## config.mk

```make
export PLATFORM = sky130hd
export DESIGN_NAME = and_gate_unit
export DESIGN_NICKNAME = d
export VERILOG_FILES = /design/src/rtl/and_gate_pkg.sv /design/src/rtl/and_gate_sat_counter.sv /design/src/rtl/and_gate_unit.sv
export SDC_FILE = /design/constraint.sdc
export NUM_CORES = 1
export LEC_CHECK = 0
export ABC_AREA = 1
export CAP_MARGIN = 20
export CORE_MARGIN = 2
export CORE_UTILIZATION = 44
export DETAILED_ROUTE_END_ITERATION = 7
export MAX_ROUTING_LAYER = met4
export PLACE_DENSITY = 0.76
export SYNTH_ARGS = -nofsm -noshare
export SYNTH_HDL_FRONTEND = slang
export SYNTH_HIERARCHICAL = 1
export SYNTH_SLANG_ARGS = --single-unit
```

## constraint.sdc

```tcl
create_clock -name clk -period 1.7 [get_ports clk]
set_input_delay 0.34 -clock clk [delete_from_list [all_inputs] [get_ports clk]]
set_output_delay 0.34 -clock clk [all_outputs]
set_load 0.05 [all_outputs]
```

## src/rtl/and_gate_pkg.sv

```systemverilog
// Shared constants and helpers for the and_gate_unit slice.
// all_ones builds a right-aligned mask of ones for widths up to 64.
package and_gate_pkg;

    localparam int AND_WIDTH_DEF = 1;
    localparam int AND_CNT_W_DEF = 8;

    function automatic logic [63:0] all_ones(input int width);
        logic [63:0] w_mask;
        w_mask = '0;
        for (int i = 0; i < 64; i++) begin
            if (i < width) begin
                w_mask[i] = 1'b1;
            end
        end
        return w_mask;
    endfunction

endpackage

```

## src/rtl/and_gate_sat_counter.sv

```systemverilog
// Saturating up-counter with a synchronous clear that wins over increment.
// Asynchronous active-high reset.
module and_gate_sat_counter
    import and_gate_pkg::*;
#(
    parameter int CNT_W = AND_CNT_W_DEF
) (
    input  logic             clk,
    input  logic             rst,
    input  logic             clr,
    input  logic             inc,
    output logic [CNT_W-1:0] count
);

    localparam logic [CNT_W-1:0] CNT_MAX = {CNT_W{1'b1}};

    logic [CNT_W-1:0] r_count;

    always_ff @(posedge clk or posedge rst) begin
        if (rst) begin
            r_count <= '0;
        end else if (clr) begin
            r_count <= '0;
        end else if (inc && (r_count != CNT_MAX)) begin
            r_count <= r_count + 1'b1;
        end
    end

    assign count = r_count;

endmodule

```

## src/rtl/and_gate_unit.sv

```systemverilog
// Bitwise AND with a combinational result and a registered, valid-qualified
// result that also drives a reduction-AND flag and an all-ones event counter.
module and_gate_unit
    import and_gate_pkg::*;
#(
    parameter int WIDTH = AND_WIDTH_DEF,
    parameter int CNT_W = AND_CNT_W_DEF
) (
    input  logic             clk,
    input  logic             rst,
    input  logic [WIDTH-1:0] a,
    input  logic [WIDTH-1:0] b,
    input  logic             in_valid,
    input  logic             cnt_clr,
    output logic [WIDTH-1:0] y,
    output logic [WIDTH-1:0] y_q,
    output logic             out_valid,
    output logic             y_all,
    output logic [CNT_W-1:0] all_cnt
);

    localparam logic [WIDTH-1:0] ONES_MASK = WIDTH'(all_ones(WIDTH));

    logic [WIDTH-1:0] w_and;
    logic             w_cnt_inc;
    logic [WIDTH-1:0] r_y_q;
    logic             r_out_valid;

    genvar gi;
    generate
        for (gi = 0; gi < WIDTH; gi++) begin : g_and_bit
            assign w_and[gi] = a[gi] & b[gi];
        end
    endgenerate

    assign y = w_and;

    // y_q only moves on accepted inputs; out_valid marks the fresh capture.
    always_ff @(posedge clk or posedge rst) begin
        if (rst) begin
            r_y_q       <= '0;
            r_out_valid <= 1'b0;
        end else begin
            r_out_valid <= in_valid;
            if (in_valid) begin
                r_y_q <= w_and;
            end
        end
    end

    assign y_q       = r_y_q;
    assign out_valid = r_out_valid;
    assign y_all     = &r_y_q;

    assign w_cnt_inc = in_valid && (w_and == ONES_MASK);

    and_gate_sat_counter #(
        .CNT_W(CNT_W)
    ) u_sat_counter (
        .clk  (clk),
        .rst  (rst),
        .clr  (cnt_clr),
        .inc  (w_cnt_inc),
        .count(all_cnt)
    );

endmodule

```

Yosys cells after proc, flatten, opt, wreduce, memory -nomap -nowiden
Index checks and enable logic that the tools add are counted.
{ "op_classes": {"n_mux": 2, "reduce_logical": 3, "n_eq_ne": 1, "bitwise_logic": 1, "add_sub_neg": 1} }
{ "op_table": {"columns": ["operator", "count"], "rows": [
  ["$mux W8", 2],
  ["$add A8 B1 Y8 const B", 1],
  ["$ne A8 B8 Y1 const B", 1],
  ["$logic_and A1 B1 Y1", 2],
  ["$reduce_bool A2 Y1", 1],
  ["$and A1 B1 Y1", 1]
]} }
{ "word_totals": {"register_bits": 10, "out_inout_bits": 12, "elab_cells": 11, "in_bits": 6} }

Logic depth before layout (Yosys ltp)
Gate-level depths: netlist of the first run.
{ "depth": {"word_depth": 5, "mapped_depth": 9} }

Hierarchy
Netlist of the first run, hierarchy kept.
{ "modules_own_cells": {"columns": ["mod", "n_inst", "area_each_um2", "cells_per_inst", "seq_area_each_um2"], "rows": [
  ["and_gate_sat_counter", 1, 506.7, 69, 200.2],
  ["and_gate_unit", 1, 88.8, 11, 50.0]
]} }

Worst setup path before layout of the first run
OpenSTA, ideal clock, no wires.
{ "synth_timing": {"path_type": "flip-flop to flip-flop", "start": "register u_sat_counter.r_count[1] (netlist: u_sat_counter/count[1])", "end": "register u_sat_counter.r_count[4] (netlist: u_sat_counter/count[4])", "arrival_time_ps": 1455, "n_path_buf": 0, "synth_period_minus_slack_ps": 1575, "path_stages_with_launch": 9, "path_slack_ps": 125, "path_cell_list": "dfrtp_1 ha_1 nand2_2 nor2_4 nand2_2 nand2_4 nor2_1 nand2_1 nand2_1"} }
{ "synth_between": {"elab_chain_len": 3, "word_cells_on_any_way": 6, "classes_between": "1 x add/sub; 1 x eq/ne; 2 x mux; 2 x reduce/logical"} }
{ "synth_lines": {"columns": ["element", "line_no", "rtl"], "rows": [
  ["start: declaration", "and_gate_sat_counter.sv:17", "logic [CNT_W-1:0] r_count;"],
  ["start signal: assignment", "and_gate_sat_counter.sv:25", "r_count <= r_count + 1'b1;"],
  ["$add A8 B1 Y8 or $ne A8 B8 Y1 (tied branches)", "and_gate_sat_counter.sv:25, and_gate_sat_counter.sv:24", null],
  ["$mux W8 or $logic_and A1 B1 Y1 (tied branches)", "and_gate_sat_counter.sv:24", "end else if (inc && (r_count != CNT_MAX)) begin"],
  ["$mux W8 or $reduce_bool A2 Y1 (tied branches)", null, null]
]} }
Parallel ways exist; a longest one is shown, timed or not. The select of a mux whose other input is x is not followed.
A chain may end at the register's enable or synchronous reset.

Worst setup path after layout of the first run
{ "layout_timing": {"start": "input port a", "end": "output port y"} }
{ "layout_between": {"elab_chain_len": 1} }
{ "layout_lines": {"columns": ["element", "line_no", "rtl"], "rows": [
  ["start: declaration", "and_gate_unit.sv:11", "input logic [WIDTH-1:0] a,"],
  ["$and A1 B1 Y1", "and_gate_unit.sv:32", "assign w_and[gi] = a[gi] & b[gi];"],
  ["end: declaration", "and_gate_unit.sv:15", "output logic [WIDTH-1:0] y,"]
]} }
Every way passes these cells.

==> flow_summary.json, run 1 <==
{
  "run_status": "complete, no violations",
  "start_kind": "primary input",
  "powerDensity_nw_per_um2": 613.4,
  "grt_pass1_vias": 428,
  "cts_tree": "built",
  "synthToLayoutAreaGrowth_pct": 36.76,
  "finalSetupTns_ns": 0,
  "htreeDepth": 1,
  "synthCells": 80,
  "cpPeakStageDelay_ns": 0.47,
  "tightest_slew_ns": 0.3273,
  "synthTopCellsByArea": "dfrtp_1 (42%), nand2_1 (18%), inv_1 (8.8%), nand3_1 (5.0%), xor2_1 (4.4%)",
  "cts_hold_buffers": 0,
  "cp.arrival_ns": 1.09,
  "synth.top_cell.area_share_pct": 42.02,
  "start_util_pct": 46.35,
  "synth_cell_types": 17,
  "hold_violations": 0,
  "grt_pass1_wl_mm": 1.904,
  "first_pass_iters": 4,
  "grt_antenna_before_repair": 0,
  "hpwl_um": 952.2,
  "yosys.area.top_type": "dfrtp_1",
  "port_buffers": 17,
  "synth-compound-area-share_pct": 2.521,
  "fin_skew_ns": 0.0003089,
  "yosys.area_share.simple_pct": 35.92,
  "r2r_slack_ns": 0.30,
  "vias": 527,
  "antenna_cells": 0,
  "synth_top_family_by_area": "simple AND/OR/NAND/NOR gates",
  "cts-root-buf": "clkbuf_4",
  "ir_drop_v": 0.0003266,
  "fin_crit_sh_pct": 84.22,
  "r2r-start": "u_sat_counter/count[0]",
  "synth_commonest_cells": "nand2_1 (28), inv_1 (14), dfrtp_1 (10)",
  "cts_buffer_depth": 2,
  "pin_count": 18,
  "coreArea_um2": 1285,
  "nets": 109,
  "viasPerCell": 4.583,
  "die_w_um": 40.79,
  "period_minus_slack_ns": 1.432,
  "core.rowCount": 13,
  "overflow": 0,
  "critical_path.top_delay_family": "buffers and inverters",
  "synth_area_um2": 595.6,
  "first_iter_violations": 10,
  "p_leak_uw": 0.0004529,
  "r2r-end": "u_sat_counter/count[5]",
  "placed_area_um2": 792.0,
  "end_kind": "output port",
  "groute.usage.overall_pct": 18.35,
  "finalInstanceArea_um2": 814.5,
  "seq_area_frac_synth_pct": 42.02,
  "multi_input_area_um2": 276.5,
  "synth_top_flop_cell": "dfrtp_1",
  "gp_congestion": 0.7962,
  "clkTransAtPathRegs_ns": 0.06,
  "fmax_ghz": 0.6985,
  "synth.most_common_cell": "nand2_1",
  "ys_warn_count": 6,
  "synth-edff-count": 0,
  "synthXorXnorAreaFrac_pct": 5.882,
  "synth_fa_ha_area_share_pct": 2.101,
  "post_cts_resized": 0,
  "slowest_stage": "clkdlybuf4s50_1",
  "regArea_um2": 250.2,
  "r2r_cells": 9,
  "grt_setup_unrepaired": "no",
  "clock_latency_ns": 0.26,
  "maxCapViolCount": 0,
  "die_y_um": 40.79,
  "cts_num_sinks": 10,
  "synth.avg_cell_area_um2": 7.445,
  "worst-path-buf-inv": 3,
  "drc": 0,
  "ys_ff_latch": 10,
  "syn_nets": 87,
  "power_uw": 499.6,
  "dieArea_um2": 1664,
  "synthMuxAreaShare_pct": 0,
  "drive_gt1_share_pct": 23.00,
  "relSlewSlack_pct": 78.16,
  "ant_nets": 0,
  "wirelength_mm": 1.205,
  "post-cts-setup-buffers": 0,
  "grt_max_degree": 9,
  "crit_chain": "clkdlybuf4s50_1 -> nand2_1 -> inv_1 -> buf_12",
  "hp-class": "primary input to asynchronous set/reset pin",
  "n_fill_cell": 121,
  "criticalPathCategory": "primary input to output port",
  "path_max_fanout": 2,
  "cts_buffers": 3,
  "finalMaxSlewViolations": 0,
  "post_drt_wl_per_cell_um": 10.48,
  "crit_required_ns": 1.36,
  "ys_async_sr_fraction_pct": 100.0,
  "setup_viol": 0
}
-- power by group --
group / internal [uW] / switching (uW) / total, uW
Clock: 81.6 / 75.3 / 157
Combinational: 33.7 / 60.3 / 94.1
Sequential: 244 / 4.83 / 249
-- registers in the layout, indices dropped and copies added, names as in the netlist --
register	count
out_valid	1
u_sat_counter/count	8
y_all	1
-- stage by stage --
| step | hold slack, ns | std cells | setup slack [ns] | utilization (%) |
|---|---|---|---|---|
| 3_3_place_gp | 0.5030 | 112 | 0.1754 | 61.64 |
| 6_report | 0.2596 | 115 | 0.2683 | 63.39 |
| 5_1_grt | 0.2639 | 115 | 0.1835 | 63.39 |
| 4_1_cts | 0.2594 | 115 | 0.2632 | 63.39 |
| 3_5_place_dp | 0.5001 | 112 | 0.09126 | 61.64 |
| 2_1_floorplan | 0.08118 | 80 | 0.1254 | - |
-- routing by layer --
metal	wire length (um)	track usage [%]	vias up
met3	74	9.783	0
met4	0	0	0
met2	603	28.52	14
met1	527	22.26	237
met5	0	-	-
li1	-	-	276
-- worst max path at each step --
| stage | from | endpoint | cells past startpoint |
|---|---|---|---|
| floorplan | u_sat_counter/count[1] | u_sat_counter/count[4] | 8 |
| global placement | in_valid | u_sat_counter/count[7] | 8 |
| detailed placement | in_valid | u_sat_counter/count[7] | 8 |
| CTS | a | y | 4 |
| global route | u_sat_counter/count[0] | u_sat_counter/count[4] | 9 |
| finish | a | y | 4 |
-- layout make-up --
cell class / instances / share of cell area, %
Multi-Input combinational cell: 54 / 33.95
Inverter: 15 / 7.527
Clock buffer: 3 / 2.765
Sequential cell: 10 / 30.72
Tap cell: 15 / 2.304
Timing Repair Buffer: 18 / 22.73
-- cell families (layout without fill, tap and decap cells) --
logic type	Yosys count	count (layout)
buf+inv	16	36
fa+ha+maj	1	1
simple gates	46	46
xor+xnor	4	4
compound gates	3	3
flops	10	10
-- layout by cell type (no fill, tap or decap), types with 2 or more instances in the layout --
cell type	instances
xor2_1	3
a21oi_1	2
nor2_1	5
inv_1	14
dfrtp_1	10
nand2_2	2
clkdlybuf4s50_1	5
buf_4	10
clkbuf_4	3
buf_12	3
nand2_1	28
nand3_1	6
nand2_4	2
Power figures use the tool's default switching activity.
==> inputs of run 2 (changes only) <==
Settings changed: CORE_UTILIZATION 44 to 40, PLACE_DENSITY 0.76 to 0.73.
Clock period 1.7 ns to 1.2 ns, I/O delays scaled along.
==> run 2 against run 1 <==
Net effect: the run now ends with setup timing left; non-clock buffer count is 12 higher; clock-buffer cell count is 1 higher; clock power is 96% higher; core utilization is 18 points higher; total power is 68% higher; largest cell class is now buffers; largest power group unchanged.
==> flow_summary.json, run 2 (synthesis results as in run 1) <==
{
  "run_status": "finished, violations left",
  "violations": "setup timing",
  "die_y_um": 42.59,
  "placed_area_um2": 977.2,
  "synthToLayoutAreaGrowth_pct": 84.66,
  "viasPerCell": 4.703,
  "cp.arrival_ns": 1.39,
  "r2r-start": "u_sat_counter/count[0]",
  "finalMaxSlewViolations": 0,
  "first_iter_violations": 7,
  "hpwl_mm": 1.060,
  "hold_violations": 0,
  "cts_buffer_depth": 2,
  "vias": 602,
  "end_kind": "register",
  "start_util_pct": 44.11,
  "tightest_slew_ns": 0.3407,
  "setup_viol": 7,
  "wirelength_mm": 1.443,
  "crit_required_ns": 1.36,
  "dieArea_um2": 1813,
  "path_max_fanout": 3,
  "instances_no_fill": 128,
  "cts-root-buf": "clkbuf_4",
  "coreArea_um2": 1350,
  "clkTransAtPathRegs_ns": 0.07,
  "powerDensity_nw_per_um2": 762.4,
  "gp_congestion": 0.8522,
  "relSlewSlack_pct": 77.26,
  "ant_nets": 0,
  "fin_crit_sh_pct": 102.8,
  "cts_buffers": 3,
  "pin_count": 18,
  "antenna_cells": 0,
  "worst_slack_ns": -0.03376,
  "finalSetupTns_ns": -0.06197,
  "post_drt_wl_per_cell_um": 11.27,
  "port_buffers": 17,
  "critical_path.startpoint": "u_sat_counter/count[0]",
  "largest_reg_flops": 8,
  "cts_tree": "built",
  "maxCapViolCount": 0,
  "hp-class": "primary input to asynchronous set/reset pin",
  "finalInstanceArea_um2": 1100,
  "fmax_ghz": 0.8105,
  "core.rowCount": 13,
  "groute.usage.overall_pct": 20.09,
  "grt_setup_unrepaired": "yes",
  "ir_drop_v": 0.0006747,
  "first_pass_iters": 4,
  "p_leak_uw": 0.0005654,
  "fin_util_pct": 81.46,
  "fin_skew_ns": 0.003127,
  "start_kind": "register",
  "die_w_um": 42.59,
  "grt_pass1_wl_mm": 2.642,
  "cts_num_sinks": 10,
  "drc": 0,
  "htreeDepth": 1,
  "period_minus_slack_ns": 1.234,
  "final_cell_mix": "nand2_1 (24), inv_1 (12), buf_12 (12)",
  "grt_max_degree": 9,
  "post-place-cells": 118,
  "overflow": 0,
  "grt_pass1_vias": 638,
  "clock_latency_ns": 0.26,
  "criticalPathCategory": "register to register",
  "grt_antenna_before_repair": 0,
  "drive_gt1_share_pct": 45.13,
  "final_common_cell": "nand2_1",
  "nets": 121
}
==> run 2: changes by cell type in the layout (fill, tap and decap cells not counted), moves of 2 or more <==
cell and delta:
buf_12 +9, inv_2 +2, inv_1 -2, nand2_2 +3
dfrtp_1 -6, dfrtp_2 +6, buf_6 +5, buf_4 -2
dlygate4sd2_1 +2, clkdlybuf4s50_1 -2, nand2_1 -4
==> run 2: final timing paths <==
kind                            cells after the start                     end  slack [ns]
worst max-delay path                                8  u_sat_counter/count[4]       -0.03
worst min-delay path                                2                   y_all        0.16
worst max register to register                      8  u_sat_counter/count[4]       -0.03
worst min register to register                      2  u_sat_counter/count[4]        0.60
max in group asynchronous                           2  u_sat_counter/count[1]        0.65
min in group clk                                    3                   y_all        0.40
==> run 2: critical path, cell delays in order, from the launching register on <==
cell	delay, ns
dfrtp_2	0.43
ha_4	0.18
nand2_4	0.07
nor2_4	0.04
buf_4	0.14
xnor2_2	0.12
inv_1	0.05
nand2_1	0.06
nand2_1	0.05
==> run 2: cell type report <==
cell class | count | area (um^2)
Tap cell | 15 | 18.77
Sequential cell | 10 | 257.7
Multi-Input combinational cell | 54 | 319.1
Timing Repair Buffer | 30 | 404.1
Clock buffer | 4 | 36.28
Inverter | 15 | 63.81
Fill cell | 82 | 250.2
==> run 2: through the flow <==
step	power [uW]	hold WS (ns)	setup WS [ns]
CTS	840.4	0.1681	-0.03386
global placement	529.6	0.4253	-0.2256
detailed placement	532.1	0.4473	-0.2990
global route	878.8	0.1711	-0.1126
floorplan	443.3	-0.01882	-0.1377
finish	838.5	0.1599	-0.03376
==> run 2: timing repair <==
| item | 4_1_cts | 5_1_grt |
|---|---|---|
| hold buffers | 0 | 0 |
| setup buffers | 3 | 3 |
| endpoints found under the setup margin | 13 | 13 |
| pin swaps | 3 | 3 |
| resized for setup | 10 | 6 |
==> run 2: where the power goes <==
group / internal, uW / total (uW) / switching [uW]
sequential: 345 / 358 / 12.2
clock: 184 / 308 / 124
combinational: 78.3 / 173 / 95.1
==> run 2: metal layers <==
metal  wire (um)  global-route usage, %  share of wire, %
met4          23                  8.125               1.6
met2         687                  29.23                48
met1         680                  26.46                47
met3          52                  5.172               3.6
met5           0                      -                 0
==> inputs of run 3 (changes only) <==
Settings changed: SLEW_MARGIN from default to 0.
==> results of run 3 <==
Final layout, timing and power as in run 2 (identical DEF).
